**config.mk**
```make
export PLATFORM = sky130hd
export DESIGN_NAME = cfa_mosaic
export DESIGN_NICKNAME = d
export VERILOG_FILES = /design/src/rtl/cfa_mosaic.sv
export SDC_FILE = /design/constraint.sdc
export NUM_CORES = 1
export LEC_CHECK = 0
export BUFFER_PORTS_ARGS = -buffer_cell sky130_fd_sc_hd__buf_2
export CAP_MARGIN = 20
export CORE_ASPECT_RATIO = 0.75
export CORE_MARGIN = 2
export CORE_UTILIZATION = 45
export CTS_BUF_LIST = sky130_fd_sc_hd__clkbuf_8
export DETAILED_ROUTE_END_ITERATION = 8
export PLACE_DENSITY_LB_ADDON = 0.1
export SETUP_SLACK_MARGIN = 0.4
export SYNTH_ARGS = -nofsm -noshare
export SYNTH_HDL_FRONTEND = slang
export SYNTH_SLANG_ARGS = --single-unit
```
**constraint.sdc**
```tcl
create_clock -name clk -period 2.25 [get_ports clk]
set_input_delay 0.45 -clock clk [delete_from_list [all_inputs] [get_ports clk]]
set_output_delay 0.45 -clock clk [all_outputs]
set_load 0.01 [all_outputs]
```
**src/rtl/cfa_mosaic.sv**
```systemverilog
// Re-mosaics a raster RGB stream into a single-channel Bayer CFA stream; optional white-balance gains under CFA_MOSAIC_WB_EN.
// Latency: one cycle from input acceptance to registered output.
// Backpressure: in_ready drops while the output register holds an unaccepted beat.
module cfa_mosaic #(
    parameter int pixelBitWidth  = 12,
    parameter int weightBitWidth = 8,
    parameter int imgWidth       = 640,
    parameter int imgHeight      = 480
) (
    input  logic                      clk,
    input  logic                      rst,
    input  logic                      start,
    input  logic [1:0]                pattern,
    input  logic [weightBitWidth-1:0] r_gain,
    input  logic [weightBitWidth-1:0] b_gain,
    input  logic [pixelBitWidth-1:0]  red,
    input  logic [pixelBitWidth-1:0]  green,
    input  logic [pixelBitWidth-1:0]  blue,
    input  logic                      in_valid,
    output logic                      in_ready,
    output logic [pixelBitWidth-1:0]  cfa_pixel,
    output logic                      out_valid,
    input  logic                      out_ready,
    output logic                      out_sof,
    output logic                      out_eol,
    output logic                      out_eof,
    output logic                      busy,
    output logic                      done
);

    localparam int CW = (imgWidth > 1) ? $clog2(imgWidth) : 1;
    localparam int RW = (imgHeight > 1) ? $clog2(imgHeight) : 1;
    localparam logic [CW-1:0] COL_LAST = CW'(imgWidth - 1);
    localparam logic [RW-1:0] ROW_LAST = RW'(imgHeight - 1);

    typedef enum logic [1:0] {
        S_IDLE,
        S_ACTIVE,
        S_DRAIN,
        S_DONE
    } state_t;

    state_t                   state_q;
    state_t                   state_d;
    logic [CW-1:0]            col_q;
    logic [RW-1:0]            row_q;
    logic [1:0]               pattern_q;
    logic                     arm;
    logic                     accept;
    logic                     col_last;
    logic                     row_last;
    logic [1:0]               site;
    logic [pixelBitWidth-1:0] r_val;
    logic [pixelBitWidth-1:0] b_val;
    logic [pixelBitWidth-1:0] sel_pix;

    assign arm      = (state_q == S_IDLE) & start;
    assign in_ready = (state_q == S_ACTIVE) & (~out_valid | out_ready);
    assign accept   = in_valid & in_ready;
    assign col_last = (col_q == COL_LAST);
    assign row_last = (row_q == ROW_LAST);
    assign busy     = (state_q != S_IDLE);
    assign done     = (state_q == S_DONE);

`ifdef CFA_MOSAIC_WB_EN
    localparam int PW   = pixelBitWidth + weightBitWidth;
    localparam int FRAC = weightBitWidth - 1;
    localparam logic [PW-1:0] PIX_MAX = PW'({pixelBitWidth{1'b1}});

    logic [weightBitWidth-1:0] r_gain_q;
    logic [weightBitWidth-1:0] b_gain_q;
    logic [PW-1:0]             r_scaled;
    logic [PW-1:0]             b_scaled;

    always_ff @(posedge clk or posedge rst) begin
        if (rst) begin
            r_gain_q <= '0;
            b_gain_q <= '0;
        end else if (arm) begin
            r_gain_q <= r_gain;
            b_gain_q <= b_gain;
        end
    end

    // Gains are Q1.7-style: drop the fraction bits, then clamp to the sample range.
    assign r_scaled = (PW'(red) * PW'(r_gain_q)) >> FRAC;
    assign b_scaled = (PW'(blue) * PW'(b_gain_q)) >> FRAC;
    assign r_val    = (r_scaled > PIX_MAX) ? {pixelBitWidth{1'b1}} : r_scaled[pixelBitWidth-1:0];
    assign b_val    = (b_scaled > PIX_MAX) ? {pixelBitWidth{1'b1}} : b_scaled[pixelBitWidth-1:0];
`else
    logic unused_gain;
    assign unused_gain = ^{r_gain, b_gain};
    assign r_val       = red;
    assign b_val       = blue;
`endif

    // XOR with the phase code maps every Bayer variant onto RGGB: 00 is red, 11 is blue.
    assign site = {row_q[0], col_q[0]} ^ pattern_q;

    always_comb begin
        sel_pix = green;
        case (site)
            2'b00:   sel_pix = r_val;
            2'b11:   sel_pix = b_val;
            default: sel_pix = green;
        endcase
    end

    always_ff @(posedge clk or posedge rst) begin
        if (rst) begin
            state_q <= S_IDLE;
        end else begin
            state_q <= state_d;
        end
    end

    always_comb begin
        state_d = state_q;
        case (state_q)
            S_IDLE:   if (start) state_d = S_ACTIVE;
            S_ACTIVE: if (accept & col_last & row_last) state_d = S_DRAIN;
            S_DRAIN:  if (out_valid & out_ready & out_eof) state_d = S_DONE;
            S_DONE:   state_d = S_IDLE;
            default:  state_d = S_IDLE;
        endcase
    end

    always_ff @(posedge clk or posedge rst) begin
        if (rst) begin
            col_q     <= '0;
            row_q     <= '0;
            pattern_q <= '0;
        end else if (arm) begin
            col_q     <= '0;
            row_q     <= '0;
            pattern_q <= pattern;
        end else if (accept) begin
            if (col_last) begin
                col_q <= '0;
                row_q <= row_last ? '0 : row_q + 1'b1;
            end else begin
                col_q <= col_q + 1'b1;
            end
        end
    end

    // Output register: loads on acceptance, otherwise holds until drained downstream.
    always_ff @(posedge clk or posedge rst) begin
        if (rst) begin
            out_valid <= 1'b0;
            cfa_pixel <= '0;
            out_sof   <= 1'b0;
            out_eol   <= 1'b0;
            out_eof   <= 1'b0;
        end else if (accept) begin
            out_valid <= 1'b1;
            cfa_pixel <= sel_pix;
            out_sof   <= (col_q == '0) & (row_q == '0);
            out_eol   <= col_last;
            out_eof   <= col_last & row_last;
        end else if (out_ready) begin
            out_valid <= 1'b0;
        end
    end

endmodule

```
==> results of run 1 <==
==> timing repair <==
action / CTS / global route
resized for setup: 6 / 20
pin swaps: 0 / 6
hold buffers: 0 / 0
setup endpoints to repair: 20 / 26
hold endpoints to repair: 0 / 0
==> worst max-delay path, cell delays in order (launching register included) <==
cell     delay [ps]
dfrtp_1         410
inv_1           110
ha_2            230
and3_4          260
nand4_1         130
a21o_1          240
mux2_1          320
==> synthesized netlist by cell type (2+ instances only) <==
library cell	n	area, um2
a22oi_1	12	90.09
o31ai_1	4	30.03
xor2_1	3	26.28
nand4_1	5	31.28
and2_1	2	12.51
mux2i_1	2	20.02
nand3_1	10	50.05
a31oi_1	4	25.02
clkbuf_1	8	30.03
a21oi_1	15	75.07
nor2_1	28	105.1
ha_1	11	137.6
o21ai_0	25	125.1
inv_1	16	60.06
nand2_1	36	135.1
nor4_1	2	12.51
nor3_1	2	10.01
dfrtp_1	39	975.9
nand2b_1	2	12.51
xnor2_1	6	52.55
buf_2	3	15.01
and3_1	6	37.54
==> area by class of cell <==
| type | instances | area, um2 | share of cell area |
|---|---|---|---|
| clock buffers | 5 | 68.82 | 0.02511 |
| clock inverters | 3 | 12.51 | 0.004566 |
| inverters | 16 | 60.06 | 0.02192 |
| multi-input cells | 189 | 1201 | 0.4384 |
| flip-flops and latches | 39 | 979.7 | 0.3575 |
| well taps | 60 | 75.07 | 0.02740 |
| repair buffers | 66 | 342.8 | 0.1251 |
==> final timing paths <==
path	slack (ps)	start	depth (start not counted)	endpoint
worst max register to register	430	state_q[1]	6	state_q[1]
min in group clk	350	pattern[1]	3	pattern_q[1]
worst max-delay path	430	state_q[1]	6	state_q[1]
worst min register to register	470	cfa_pixel[0]	2	cfa_pixel[0]
max in group asynchronous	1610	rst	3	row_q[0]
worst min-delay path	260	rst	3	col_q[1]
==> placed cells by master (no fill, tap or decap), types with 2 or more instances in the layout <==
cell type  synthesis  routed
a21oi_1           15      15
a22oi_1           12      12
a31oi_1            4       2
and3_1             6       3
and3_2             0       2
buf_2              3      61
buf_4              0       5
clkbuf_8           0       5
dfrtp_1           39      36
dfrtp_2            0       3
ha_1              11       6
ha_2               0       5
inv_1             16      17
mux2i_1            2       2
nand2_1           36      36
nand2b_1           2       2
nand3_1           10      10
nand4_1            5       5
nor2_1            28      28
nor3_1             2       2
o21ai_0           25      23
o21ai_1            1       2
o31ai_1            4       3
xnor2_1            6       5
xor2_1             3       3
==> logic make-up after synthesis <==
kind of cell	count (synthesis)	synth area share
fa+ha+maj	11	0.06229
compound gates	65	0.1755
buf+inv	28	0.05266
mux	3	0.01416
flops	39	0.4417
xor+xnor	9	0.03568
simple gates	101	0.2180
==> through the flow <==
step / worst slack, ps / util / total power, W / cell area (um2) / hold WS [ps]
after floorplan: 519.9 / - / 0.001197 / 2210 / 466.8
after global placement: 319.8 / 0.5338 / 0.001365 / 2571 / 457.0
after detailed placement: 290.0 / 0.5338 / 0.001374 / 2571 / 464.8
after CTS: 331.1 / 0.5527 / 0.001833 / 2663 / 282.4
after global routing: 311.5 / 0.5688 / 0.001971 / 2740 / 318.4
final: 425.6 / 0.5688 / 0.001844 / 2740 / 259.8
==> power by group <==
part | internal (W) | switching, W | total (W)
combinational | 0.000225 | 0.000262 | 0.000488
sequential | 0.000808 | 0.0000938 | 0.000902
clock | 0.000209 | 0.000245 | 0.000454
total | 0.00124 | 0.000601 | 0.00184
==> registers in the layout, summed over array words and instances (netlist names) <==
signal     count
cfa_pixel     12
col_q         10
out_eof        1
out_eol        1
out_sof        1
out_valid      1
pattern_q      2
row_q          9
state_q        2
==> layer usage <==
| layer | up-vias | global-route usage | routed length, um |
|---|---|---|---|
| li1 | 1010 | - | - |
| met1 | 916 | 0.2905 | 2619 |
| met2 | 42 | 0.3169 | 2324 |
| met3 | 4 | 0.04459 | 205 |
| met4 | 0 | 0.05357 | 38 |
| met5 | - | 0 | 0 |
==> metrics.csv, run 1 <==
metric,value,unit
status,"complete, no violations",
num rows,22,
DRC errors left,0,
Final setup viols,0,
final-report hold violation count,0,
layout cells sized above 1,0.2987,
Worst setup SP type,flop,
Clock Skews,10.60,ps
Die Ht,64.69,um
post-route insts no fill,378,
# port buffers,61,
dpl hpwl,3784,um
"Area growth, synth to finish",24.01,%
"flops & latches, synth",39,
worst-skew pair later-pin latency,290,ps
number of flops mapped to enable cells by yosys,0,
Nets,387,
Ys Warns,0,
DRT Pass-1 Iters,4,
final WL,5188,um
GPL Wtd Cong,0.8696,
synthesized area,2210,um2
Worst Hold Class,in2async,
largest net degree at the start of global routing,40,
"Primary FF master, synth",dfrtp_1,
fillers,452,
DR vias/cell,5.217,
"Setup Fix Bufs, Post-CTS",0,
post-synthesis instance total,256,
initial antenna violation count,0,
GRT Residual Overflow,0,
placed insts,370,
CP max FO,7,
number of H-tree levels,2,
syn_nets,326,
GRT Util Overall,0.2040,
CTS root buf,clkbuf_8,
Slew @ Worst Pin,489.4,ps
Critical Path AT,2000,ps
core area,4817,um2
Worst slew margin,0.6737,
Post-synth ARST share,1.000,
critical path class,reg2reg,
ANT cells,0,
CTS Buffer Depth,2,
die area,5493,um2
Max Fclk,548.1,MHz
first-pass GRT wire length,8845,um
vias post-DR,1972,
"Distinct cells, synth",37,
LEAKAGE,1.351,nW
VDD IR max,342.4,uV
sequential area share after synthesis,0.4417,
vias in the first global route,1917,
setup_tns,0,ps
io pins,78,
ANT nets after route,0,
period utilisation layout,0.8108,
die extent in x,84.92,um
clock-pin slew on the worst setup and hold paths,80,ps
RSZ-0062 raised after global routing,true,
Final min period,1824,ps
WP data required,2420,ps
WL/cell,13.72,um
Crit. End Element,flop,
Synth Area per Inst,8.631,um2
First DRT Iteration DRCs,89,
Sink Count,39,
Max-cap violations,0,
Slew Limit Fails,0,
pwr dens,672.8,nW/um2
Starting Density,0.4587,
CTS buffer count,5,
CTS tree,yes,
Power figures use the tool's default switching activity.
==> run 2: changes to the inputs <==
==> constraint.sdc (replaced) <==
create_clock -name clk -period 1.8 [get_ports clk]
set_input_delay 0.36 -clock clk [delete_from_list [all_inputs] [get_ports clk]]
set_output_delay 0.36 -clock clk [all_outputs]
set_load 0.01 [all_outputs]
==> run 2 against run 1 <==
Net effect:
- clock-buffer cell count did not move
- first-iteration DRC count increased by 36%
- largest power group unchanged
- final area is 29% higher
- critical path depth rose by 3
- cell count grew 12%
==> metrics.csv, run 2 (same netlist as run 1, synthesis figures left out) <==
metric,value,unit,change
die extent in x,84.92,um,unchanged
switching pwr,0.0008922,W,was 0.0006008 W
CTS buffer count,5,,unchanged
cell area after layout,3527,um2,was 2740 um2
global routing's busiest layer,met2,,unchanged
CTS Buffer Depth,2,,unchanged
Critical Path AT,1880,ps,was 2000 ps
DP Area,2771,um2,was 2571 um2
"commonest non-fill, non-tap cell in the layout",buf_2,,unchanged
Die Ht,64.69,um,unchanged
RSZ-0062 raised after global routing,true,,unchanged
sequential share of power,0.426,,was 0.489
CTS tree,yes,,unchanged
GRT met3 Usage,0.04841,,was 0.04459
vias in the first global route,1994,,was 1917
ANT nets after route,0,,unchanged
num rows,22,,unchanged
vias post-DR,2222,,was 1972
largest net degree at the start of global routing,40,,unchanged
io pins,78,,unchanged
ANT cells,0,,unchanged
pwr dens,749.3,nW/um2,was 672.8 nW/um2
Crit. End Element,flop,,unchanged
Final setup viols,0,,unchanged
Nets,432,,was 387
area of the multi-input gates,1489,um2,was 1201 um2
Max-cap violations,0,,unchanged
register area,983.4,um2,was 979.7 um2
First DRT Iteration DRCs,121,,was 89
critical path class,reg2reg,,unchanged
GPL Wtd Cong,0.8384,,was 0.8696
total power,0.002643,W,was 0.001844 W
Clock Skews,4.670,ps,was 10.60 ps
number of H-tree levels,2,,unchanged
initial antenna violation count,0,,unchanged
Worst slew margin,0.6696,,was 0.6737
clock share of power,0.221,,was 0.246
Starting Density,0.4587,,unchanged
Largest regs,"cfa_pixel x12, col_q x10, row_q x9",,unchanged
layout cells sized above 1,0.5124,,was 0.2987
Sink Count,39,,unchanged
GRT Util Overall,0.2162,,was 0.2040
WP data required,1980,ps,was 2420 ps
LEAKAGE,1.656,nW,was 1.351 nW
DRT Pass-1 Iters,4,,unchanged
die area,5493,um2,unchanged
Worst Hold Class,in2async,,unchanged
fillers,337,,was 452
Largest register FFs,12,,unchanged
post-route insts no fill,423,,was 378
most flop-heavy register,cfa_pixel,,unchanged
DRC errors left,0,,unchanged
Switching Share,0.3376,,was 0.3259
CTS root buf,clkbuf_8,,unchanged
Slew Limit Fails,0,,unchanged
dpl hpwl,3882,um,was 3784 um
placed insts,383,,was 370
clock-pin slew on the worst setup and hold paths,80,ps,about the same
DR vias/cell,5.253,,was 5.217
most frequent cells in the layout,"58 x buf_2, 34 x nand2_1, 33 x dfrtp_1",,"was 61 x buf_2, 36 x nand2_1, 36 x dfrtp_1"
Slew @ Worst Pin,495.6,ps,was 489.4 ps
first-pass GRT wire length,9439,um,was 8845 um
period utilisation layout,0.9484,,was 0.8108
CP max FO,6,,was 7
# port buffers,61,,unchanged
GRT Residual Overflow,0,,unchanged
"Area growth, synth to finish",59.63,%,was 24.01%
routing usage on met2,0.3307,,was 0.3169
logic gate share of total power,0.353,,was 0.265
Post-Place Setup Slack,-95.27,ps,was 290.0 ps
core area,4817,um2,unchanged
Global Route met1 Usage,0.3076,,was 0.2905
# hold bufs at CTS,0,,unchanged
VDD IR max,571.0,uV,was 342.4 uV
status,"complete, no violations",,unchanged
Int Power,0.001750,W,was 0.001243 W
final WL,6331,um,was 5188 um
Final min period,1707,ps,was 1824 ps
final-report hold violation count,0,,unchanged
WL/cell,14.97,um,was 13.72 um
worst-skew pair later-pin latency,300,ps,was 290 ps
Worst setup SP type,flop,,unchanged
Max Fclk,585.8,MHz,was 548.1 MHz
Final WS setup,92.87,ps,was 425.6 ps
==> run 2: repair_timing <==
action,4_1_cts,5_1_grt
hold endpoints to repair,0,0
endpoints found under the setup margin,36,41
pin swaps,25,21
gates cloned,0,2
buffers inserted,18,12
resized for setup,50,43
==> run 2: critical path, cell delays in order (launching register included) <==
cell and delay [ps]:
dfrtp_2 470, buf_12 150, xnor2_4 160, inv_2 60
ha_4 180, buf_6 140, a22oi_1 160, nor2_1 50
a21oi_1 120, o21ai_0 90
==> run 2: area by class of cell <==
cell class | count | area share
multi-input combinational | 189 | 0.4221
sequential | 39 | 0.2788
timing repair buffer | 111 | 0.2370
tap | 60 | 0.02128
clock buffer | 5 | 0.01951
inverter | 16 | 0.01703
clock inverter | 3 | 0.004257
==> run 2: path summary, 6_finish.rpt <==
kind	startpoint	end	slack [ps]	cells after the start
worst max register to register	row_q[0]	cfa_pixel[10]	90	9
worst max-delay path	row_q[0]	cfa_pixel[10]	90	9
worst min register to register	out_eol	out_eol	470	2
min in group clk	pattern[1]	pattern_q[1]	250	3
worst min-delay path	rst	col_q[3]	160	3
max in group asynchronous	rst	row_q[3]	1250	3
==> run 2: through the flow <==
step	util	hold WS [ps]	TNS (ps)
after floorplan	-	465.4	0
after global placement	0.5753	458.3	0
after detailed placement	0.5753	458.5	-193.5
final	0.7322	161.0	0
after CTS	0.6584	183.9	0
after global routing	0.7322	224.6	0
==> run 2: metal layers <==
layer / vias up / routed length, um / part of all wire
met5: - / 0 / 0
met3: 11 / 233 / 0.037
met2: 53 / 2905 / 0.46
li1: 1107 / - / -
met1: 1051 / 3081 / 0.49
met4: 0 / 110 / 0.017
==> run 2: power by group through the flow <==
stage	Combinational (W)	Sequential [W]	Clock [W]
2_1_floorplan	0.000402	0.00116	0
3_3_place_gp	0.000677	0.00113	0
3_5_place_dp	0.000692	0.00113	0
4_1_cts	0.000767	0.00112	0.000595
5_1_grt	0.00102	0.00115	0.000636
6_report	0.000932	0.00113	0.000585
==> run 3: changes to the inputs <==
--- a/config.mk
+++ b/config.mk
@@ -7,12 +7,13 @@
 export LEC_CHECK = 0
 export BUFFER_PORTS_ARGS = -buffer_cell sky130_fd_sc_hd__buf_2
 export CAP_MARGIN = 20
-export CORE_ASPECT_RATIO = 0.75
+export CORE_ASPECT_RATIO = 0.7
 export CORE_MARGIN = 2
 export CORE_UTILIZATION = 45
 export CTS_BUF_LIST = sky130_fd_sc_hd__clkbuf_8
 export DETAILED_ROUTE_END_ITERATION = 8
 export PLACE_DENSITY_LB_ADDON = 0.1
+export REMOVE_ABC_BUFFERS = 1
 export SETUP_SLACK_MARGIN = 0.4
 export SYNTH_ARGS = -nofsm -noshare
 export SYNTH_HDL_FRONTEND = slang
==> run 3 against run 2 <==
Net effect:
- register-to-register slack better by 40 ps
- critical path type unchanged
- largest cell class unchanged
- total power up 3.1%
- flip-flop and latch count unchanged
- highest routed layer unchanged
- first-iteration DRC count up 3.3%
- worst hold slack better by 27 ps
==> metrics.csv, run 3 (same netlist as run 1, synthesis figures left out) <==
metric,value,unit,change
WP data required,2020,ps,was 1980 ps
GPL Wtd Cong,0.8201,,was 0.8384
Clock Skews,8.203,ps,was 4.670 ps
die area,5496,um2,was 5493 um2
Worst setup SP type,flop,,unchanged
Slew Limit Fails,0,,unchanged
Worst slew margin,0.6642,,was 0.6696
initial antenna violation count,0,,unchanged
CP max FO,7,,was 6
post-route insts no fill,433,,was 423
Max Fclk,598.4,MHz,was 585.8 MHz
placed insts,404,,was 383
Slew @ Worst Pin,503.7,ps,was 495.6 ps
Final min period,1671,ps,was 1707 ps
most frequent cells in the layout,"60 x buf_2, 38 x buf_4, 36 x dfrtp_1",,"was 58 x buf_2, 34 x nand2_1, 33 x dfrtp_1"
dpl hpwl,3917,um,was 3882 um
RSZ-0062 raised after global routing,true,,unchanged
register area,979.7,um2,was 983.4 um2
Nets,433,,was 432
area of the multi-input gates,1471,um2,was 1489 um2
cell family with most CP delay,simple AND/OR/NAND/NOR gates,,was flip-flops
"commonest non-fill, non-tap cell in the layout",buf_2,,unchanged
crit path buf inv count,0,,was 3
Crit path largest cell delay,500,ps,was 470 ps
DR vias/cell,5.185,,was 5.253
die extent in x,87.76,um,was 84.92 um
GRT Residual Overflow,0,,unchanged
first-pass GRT wire length,9873,um,was 9439 um
DRT Pass-1 Iters,4,,unchanged
Crit. End Element,flop,,unchanged
Largest regs,"cfa_pixel x12, col_q x10, row_q x9",,unchanged
First DRT Iteration DRCs,125,,was 121
"Area growth, synth to finish",56.74,%,was 59.63%
WL/cell,14.14,um,was 14.97 um
io pins,78,,unchanged
clock-pin slew on the worst setup and hold paths,80,ps,about the same
Slowest cell on crit path,or4b_1,,was dfrtp_2
Starting Density,0.4646,,was 0.4587
period utilisation layout,0.9285,,was 0.9484
Die Ht,62.63,um,was 64.69 um
core area,4756,um2,was 4817 um2
setup_tns,0,ps,unchanged
Worst Hold Class,in2async,,unchanged
Critical Path AT,1890,ps,was 1880 ps
Final setup viols,0,,unchanged
vias post-DR,2245,,was 2222
Largest register FFs,12,,unchanged
worst-path cell chain,nor4_1 -> nand4_1 -> or4b_1 -> o21ai_1,,was buf_12 -> xnor2_4 -> inv_2 -> ha_4 -> buf_6 -> a22oi_1 -> nor2_1 -> a21oi_1 -> o21ai_0
layout cells sized above 1,0.4973,,was 0.5124
Sink Count,39,,unchanged
# port buffers,61,,unchanged
vias in the first global route,2176,,was 1994
Max-cap violations,0,,unchanged
CTS buffer count,5,,unchanged
CTS Buffer Depth,2,,unchanged
critical path class,reg2reg,,unchanged
most flop-heavy register,cfa_pixel,,unchanged
CTS tree,yes,,unchanged
status,"complete, no violations",,unchanged
VDD IR max,459.7,uV,was 571.0 uV
number of H-tree levels,2,,unchanged
DRC errors left,0,,unchanged
# hold bufs at CTS,0,,unchanged
num rows,21,,was 22
ANT cells,0,,unchanged
fillers,372,,was 337
post-layout util,0.7282,,was 0.7322
CTS root buf,clkbuf_8,,unchanged
final WL,6123,um,was 6331 um
LEAKAGE,1.640,nW,was 1.656 nW
worst-skew pair later-pin latency,290,ps,was 300 ps
GRT Util Overall,0.2258,,was 0.2162
largest net degree at the start of global routing,40,,unchanged
final-report hold violation count,0,,unchanged
ANT nets after route,0,,unchanged
pwr dens,786.5,nW/um2,was 749.3 nW/um2
## run 3: final cells by class
class | instances | share of cell area
Clock buffer | 7 | 0.02782
Clock inverter | 1 | 0.001084
Inverter | 16 | 0.01734
Multi-Input combinational cell | 189 | 0.4249
Sequential cell | 39 | 0.2829
Tap cell | 69 | 0.02493
Timing Repair Buffer | 112 | 0.2211
## run 3: timing repair
item | in CTS | in global routing
setup buffers | 17 | 3
pin swaps | 31 | 15
endpoints found under the setup margin | 39 | 37
gates resized for setup | 70 | 40
cloned | 0 | 1
## run 3: power by group
group	internal, W	switching, W
clock	0.000344	0.000305
sequential	0.00101	0.0000982
combinational	0.000481	0.000487
## run 3: final timing paths
check                               from  slack (ps)            end  cells after the start
max reg2reg                     row_q[6]         130        out_sof                      4
max in group asynchronous            rst        1250       row_q[1]                      3
min in group clk              pattern[1]         260   pattern_q[1]                      3
min                                  rst         190       col_q[5]                      3
min reg2reg                cfa_pixel[10]         480  cfa_pixel[10]                      2
max                             row_q[6]         130        out_sof                      4
## run 3: per-layer routing
layer	GRT usage	vias to the layer above	share of wire
li1	-	1105	-
met1	0.3223	1079	0.47
met2	0.3523	52	0.47
met3	0.04359	9	0.047
met4	0.05769	0	0.013
met5	0	-	0
## run 3: per-stage QoR
| step | hold WS (ps) | setup slack, ps | total power (W) | instance area (um2) |
|---|---|---|---|---|
| floorplan | 465.4 | -314.0 | 0.001487 | 2153 |
| global placement | 459.8 | 9.081 | 0.001783 | 2770 |
| detailed placement | 465.8 | 8.068 | 0.001800 | 2770 |
| CTS | 203.1 | 157.6 | 0.002629 | 3236 |
| global route | 244.6 | 68.40 | 0.002879 | 3463 |
| finish | 188.0 | 128.8 | 0.002724 | 3463 |
## run 3: worst reg2reg max path, cell delays in order, from the launching register on
cell     delay [ps]
dfrtp_1         480
nor4_1          350
nand4_1         130
or4b_1          500
o21ai_1         140
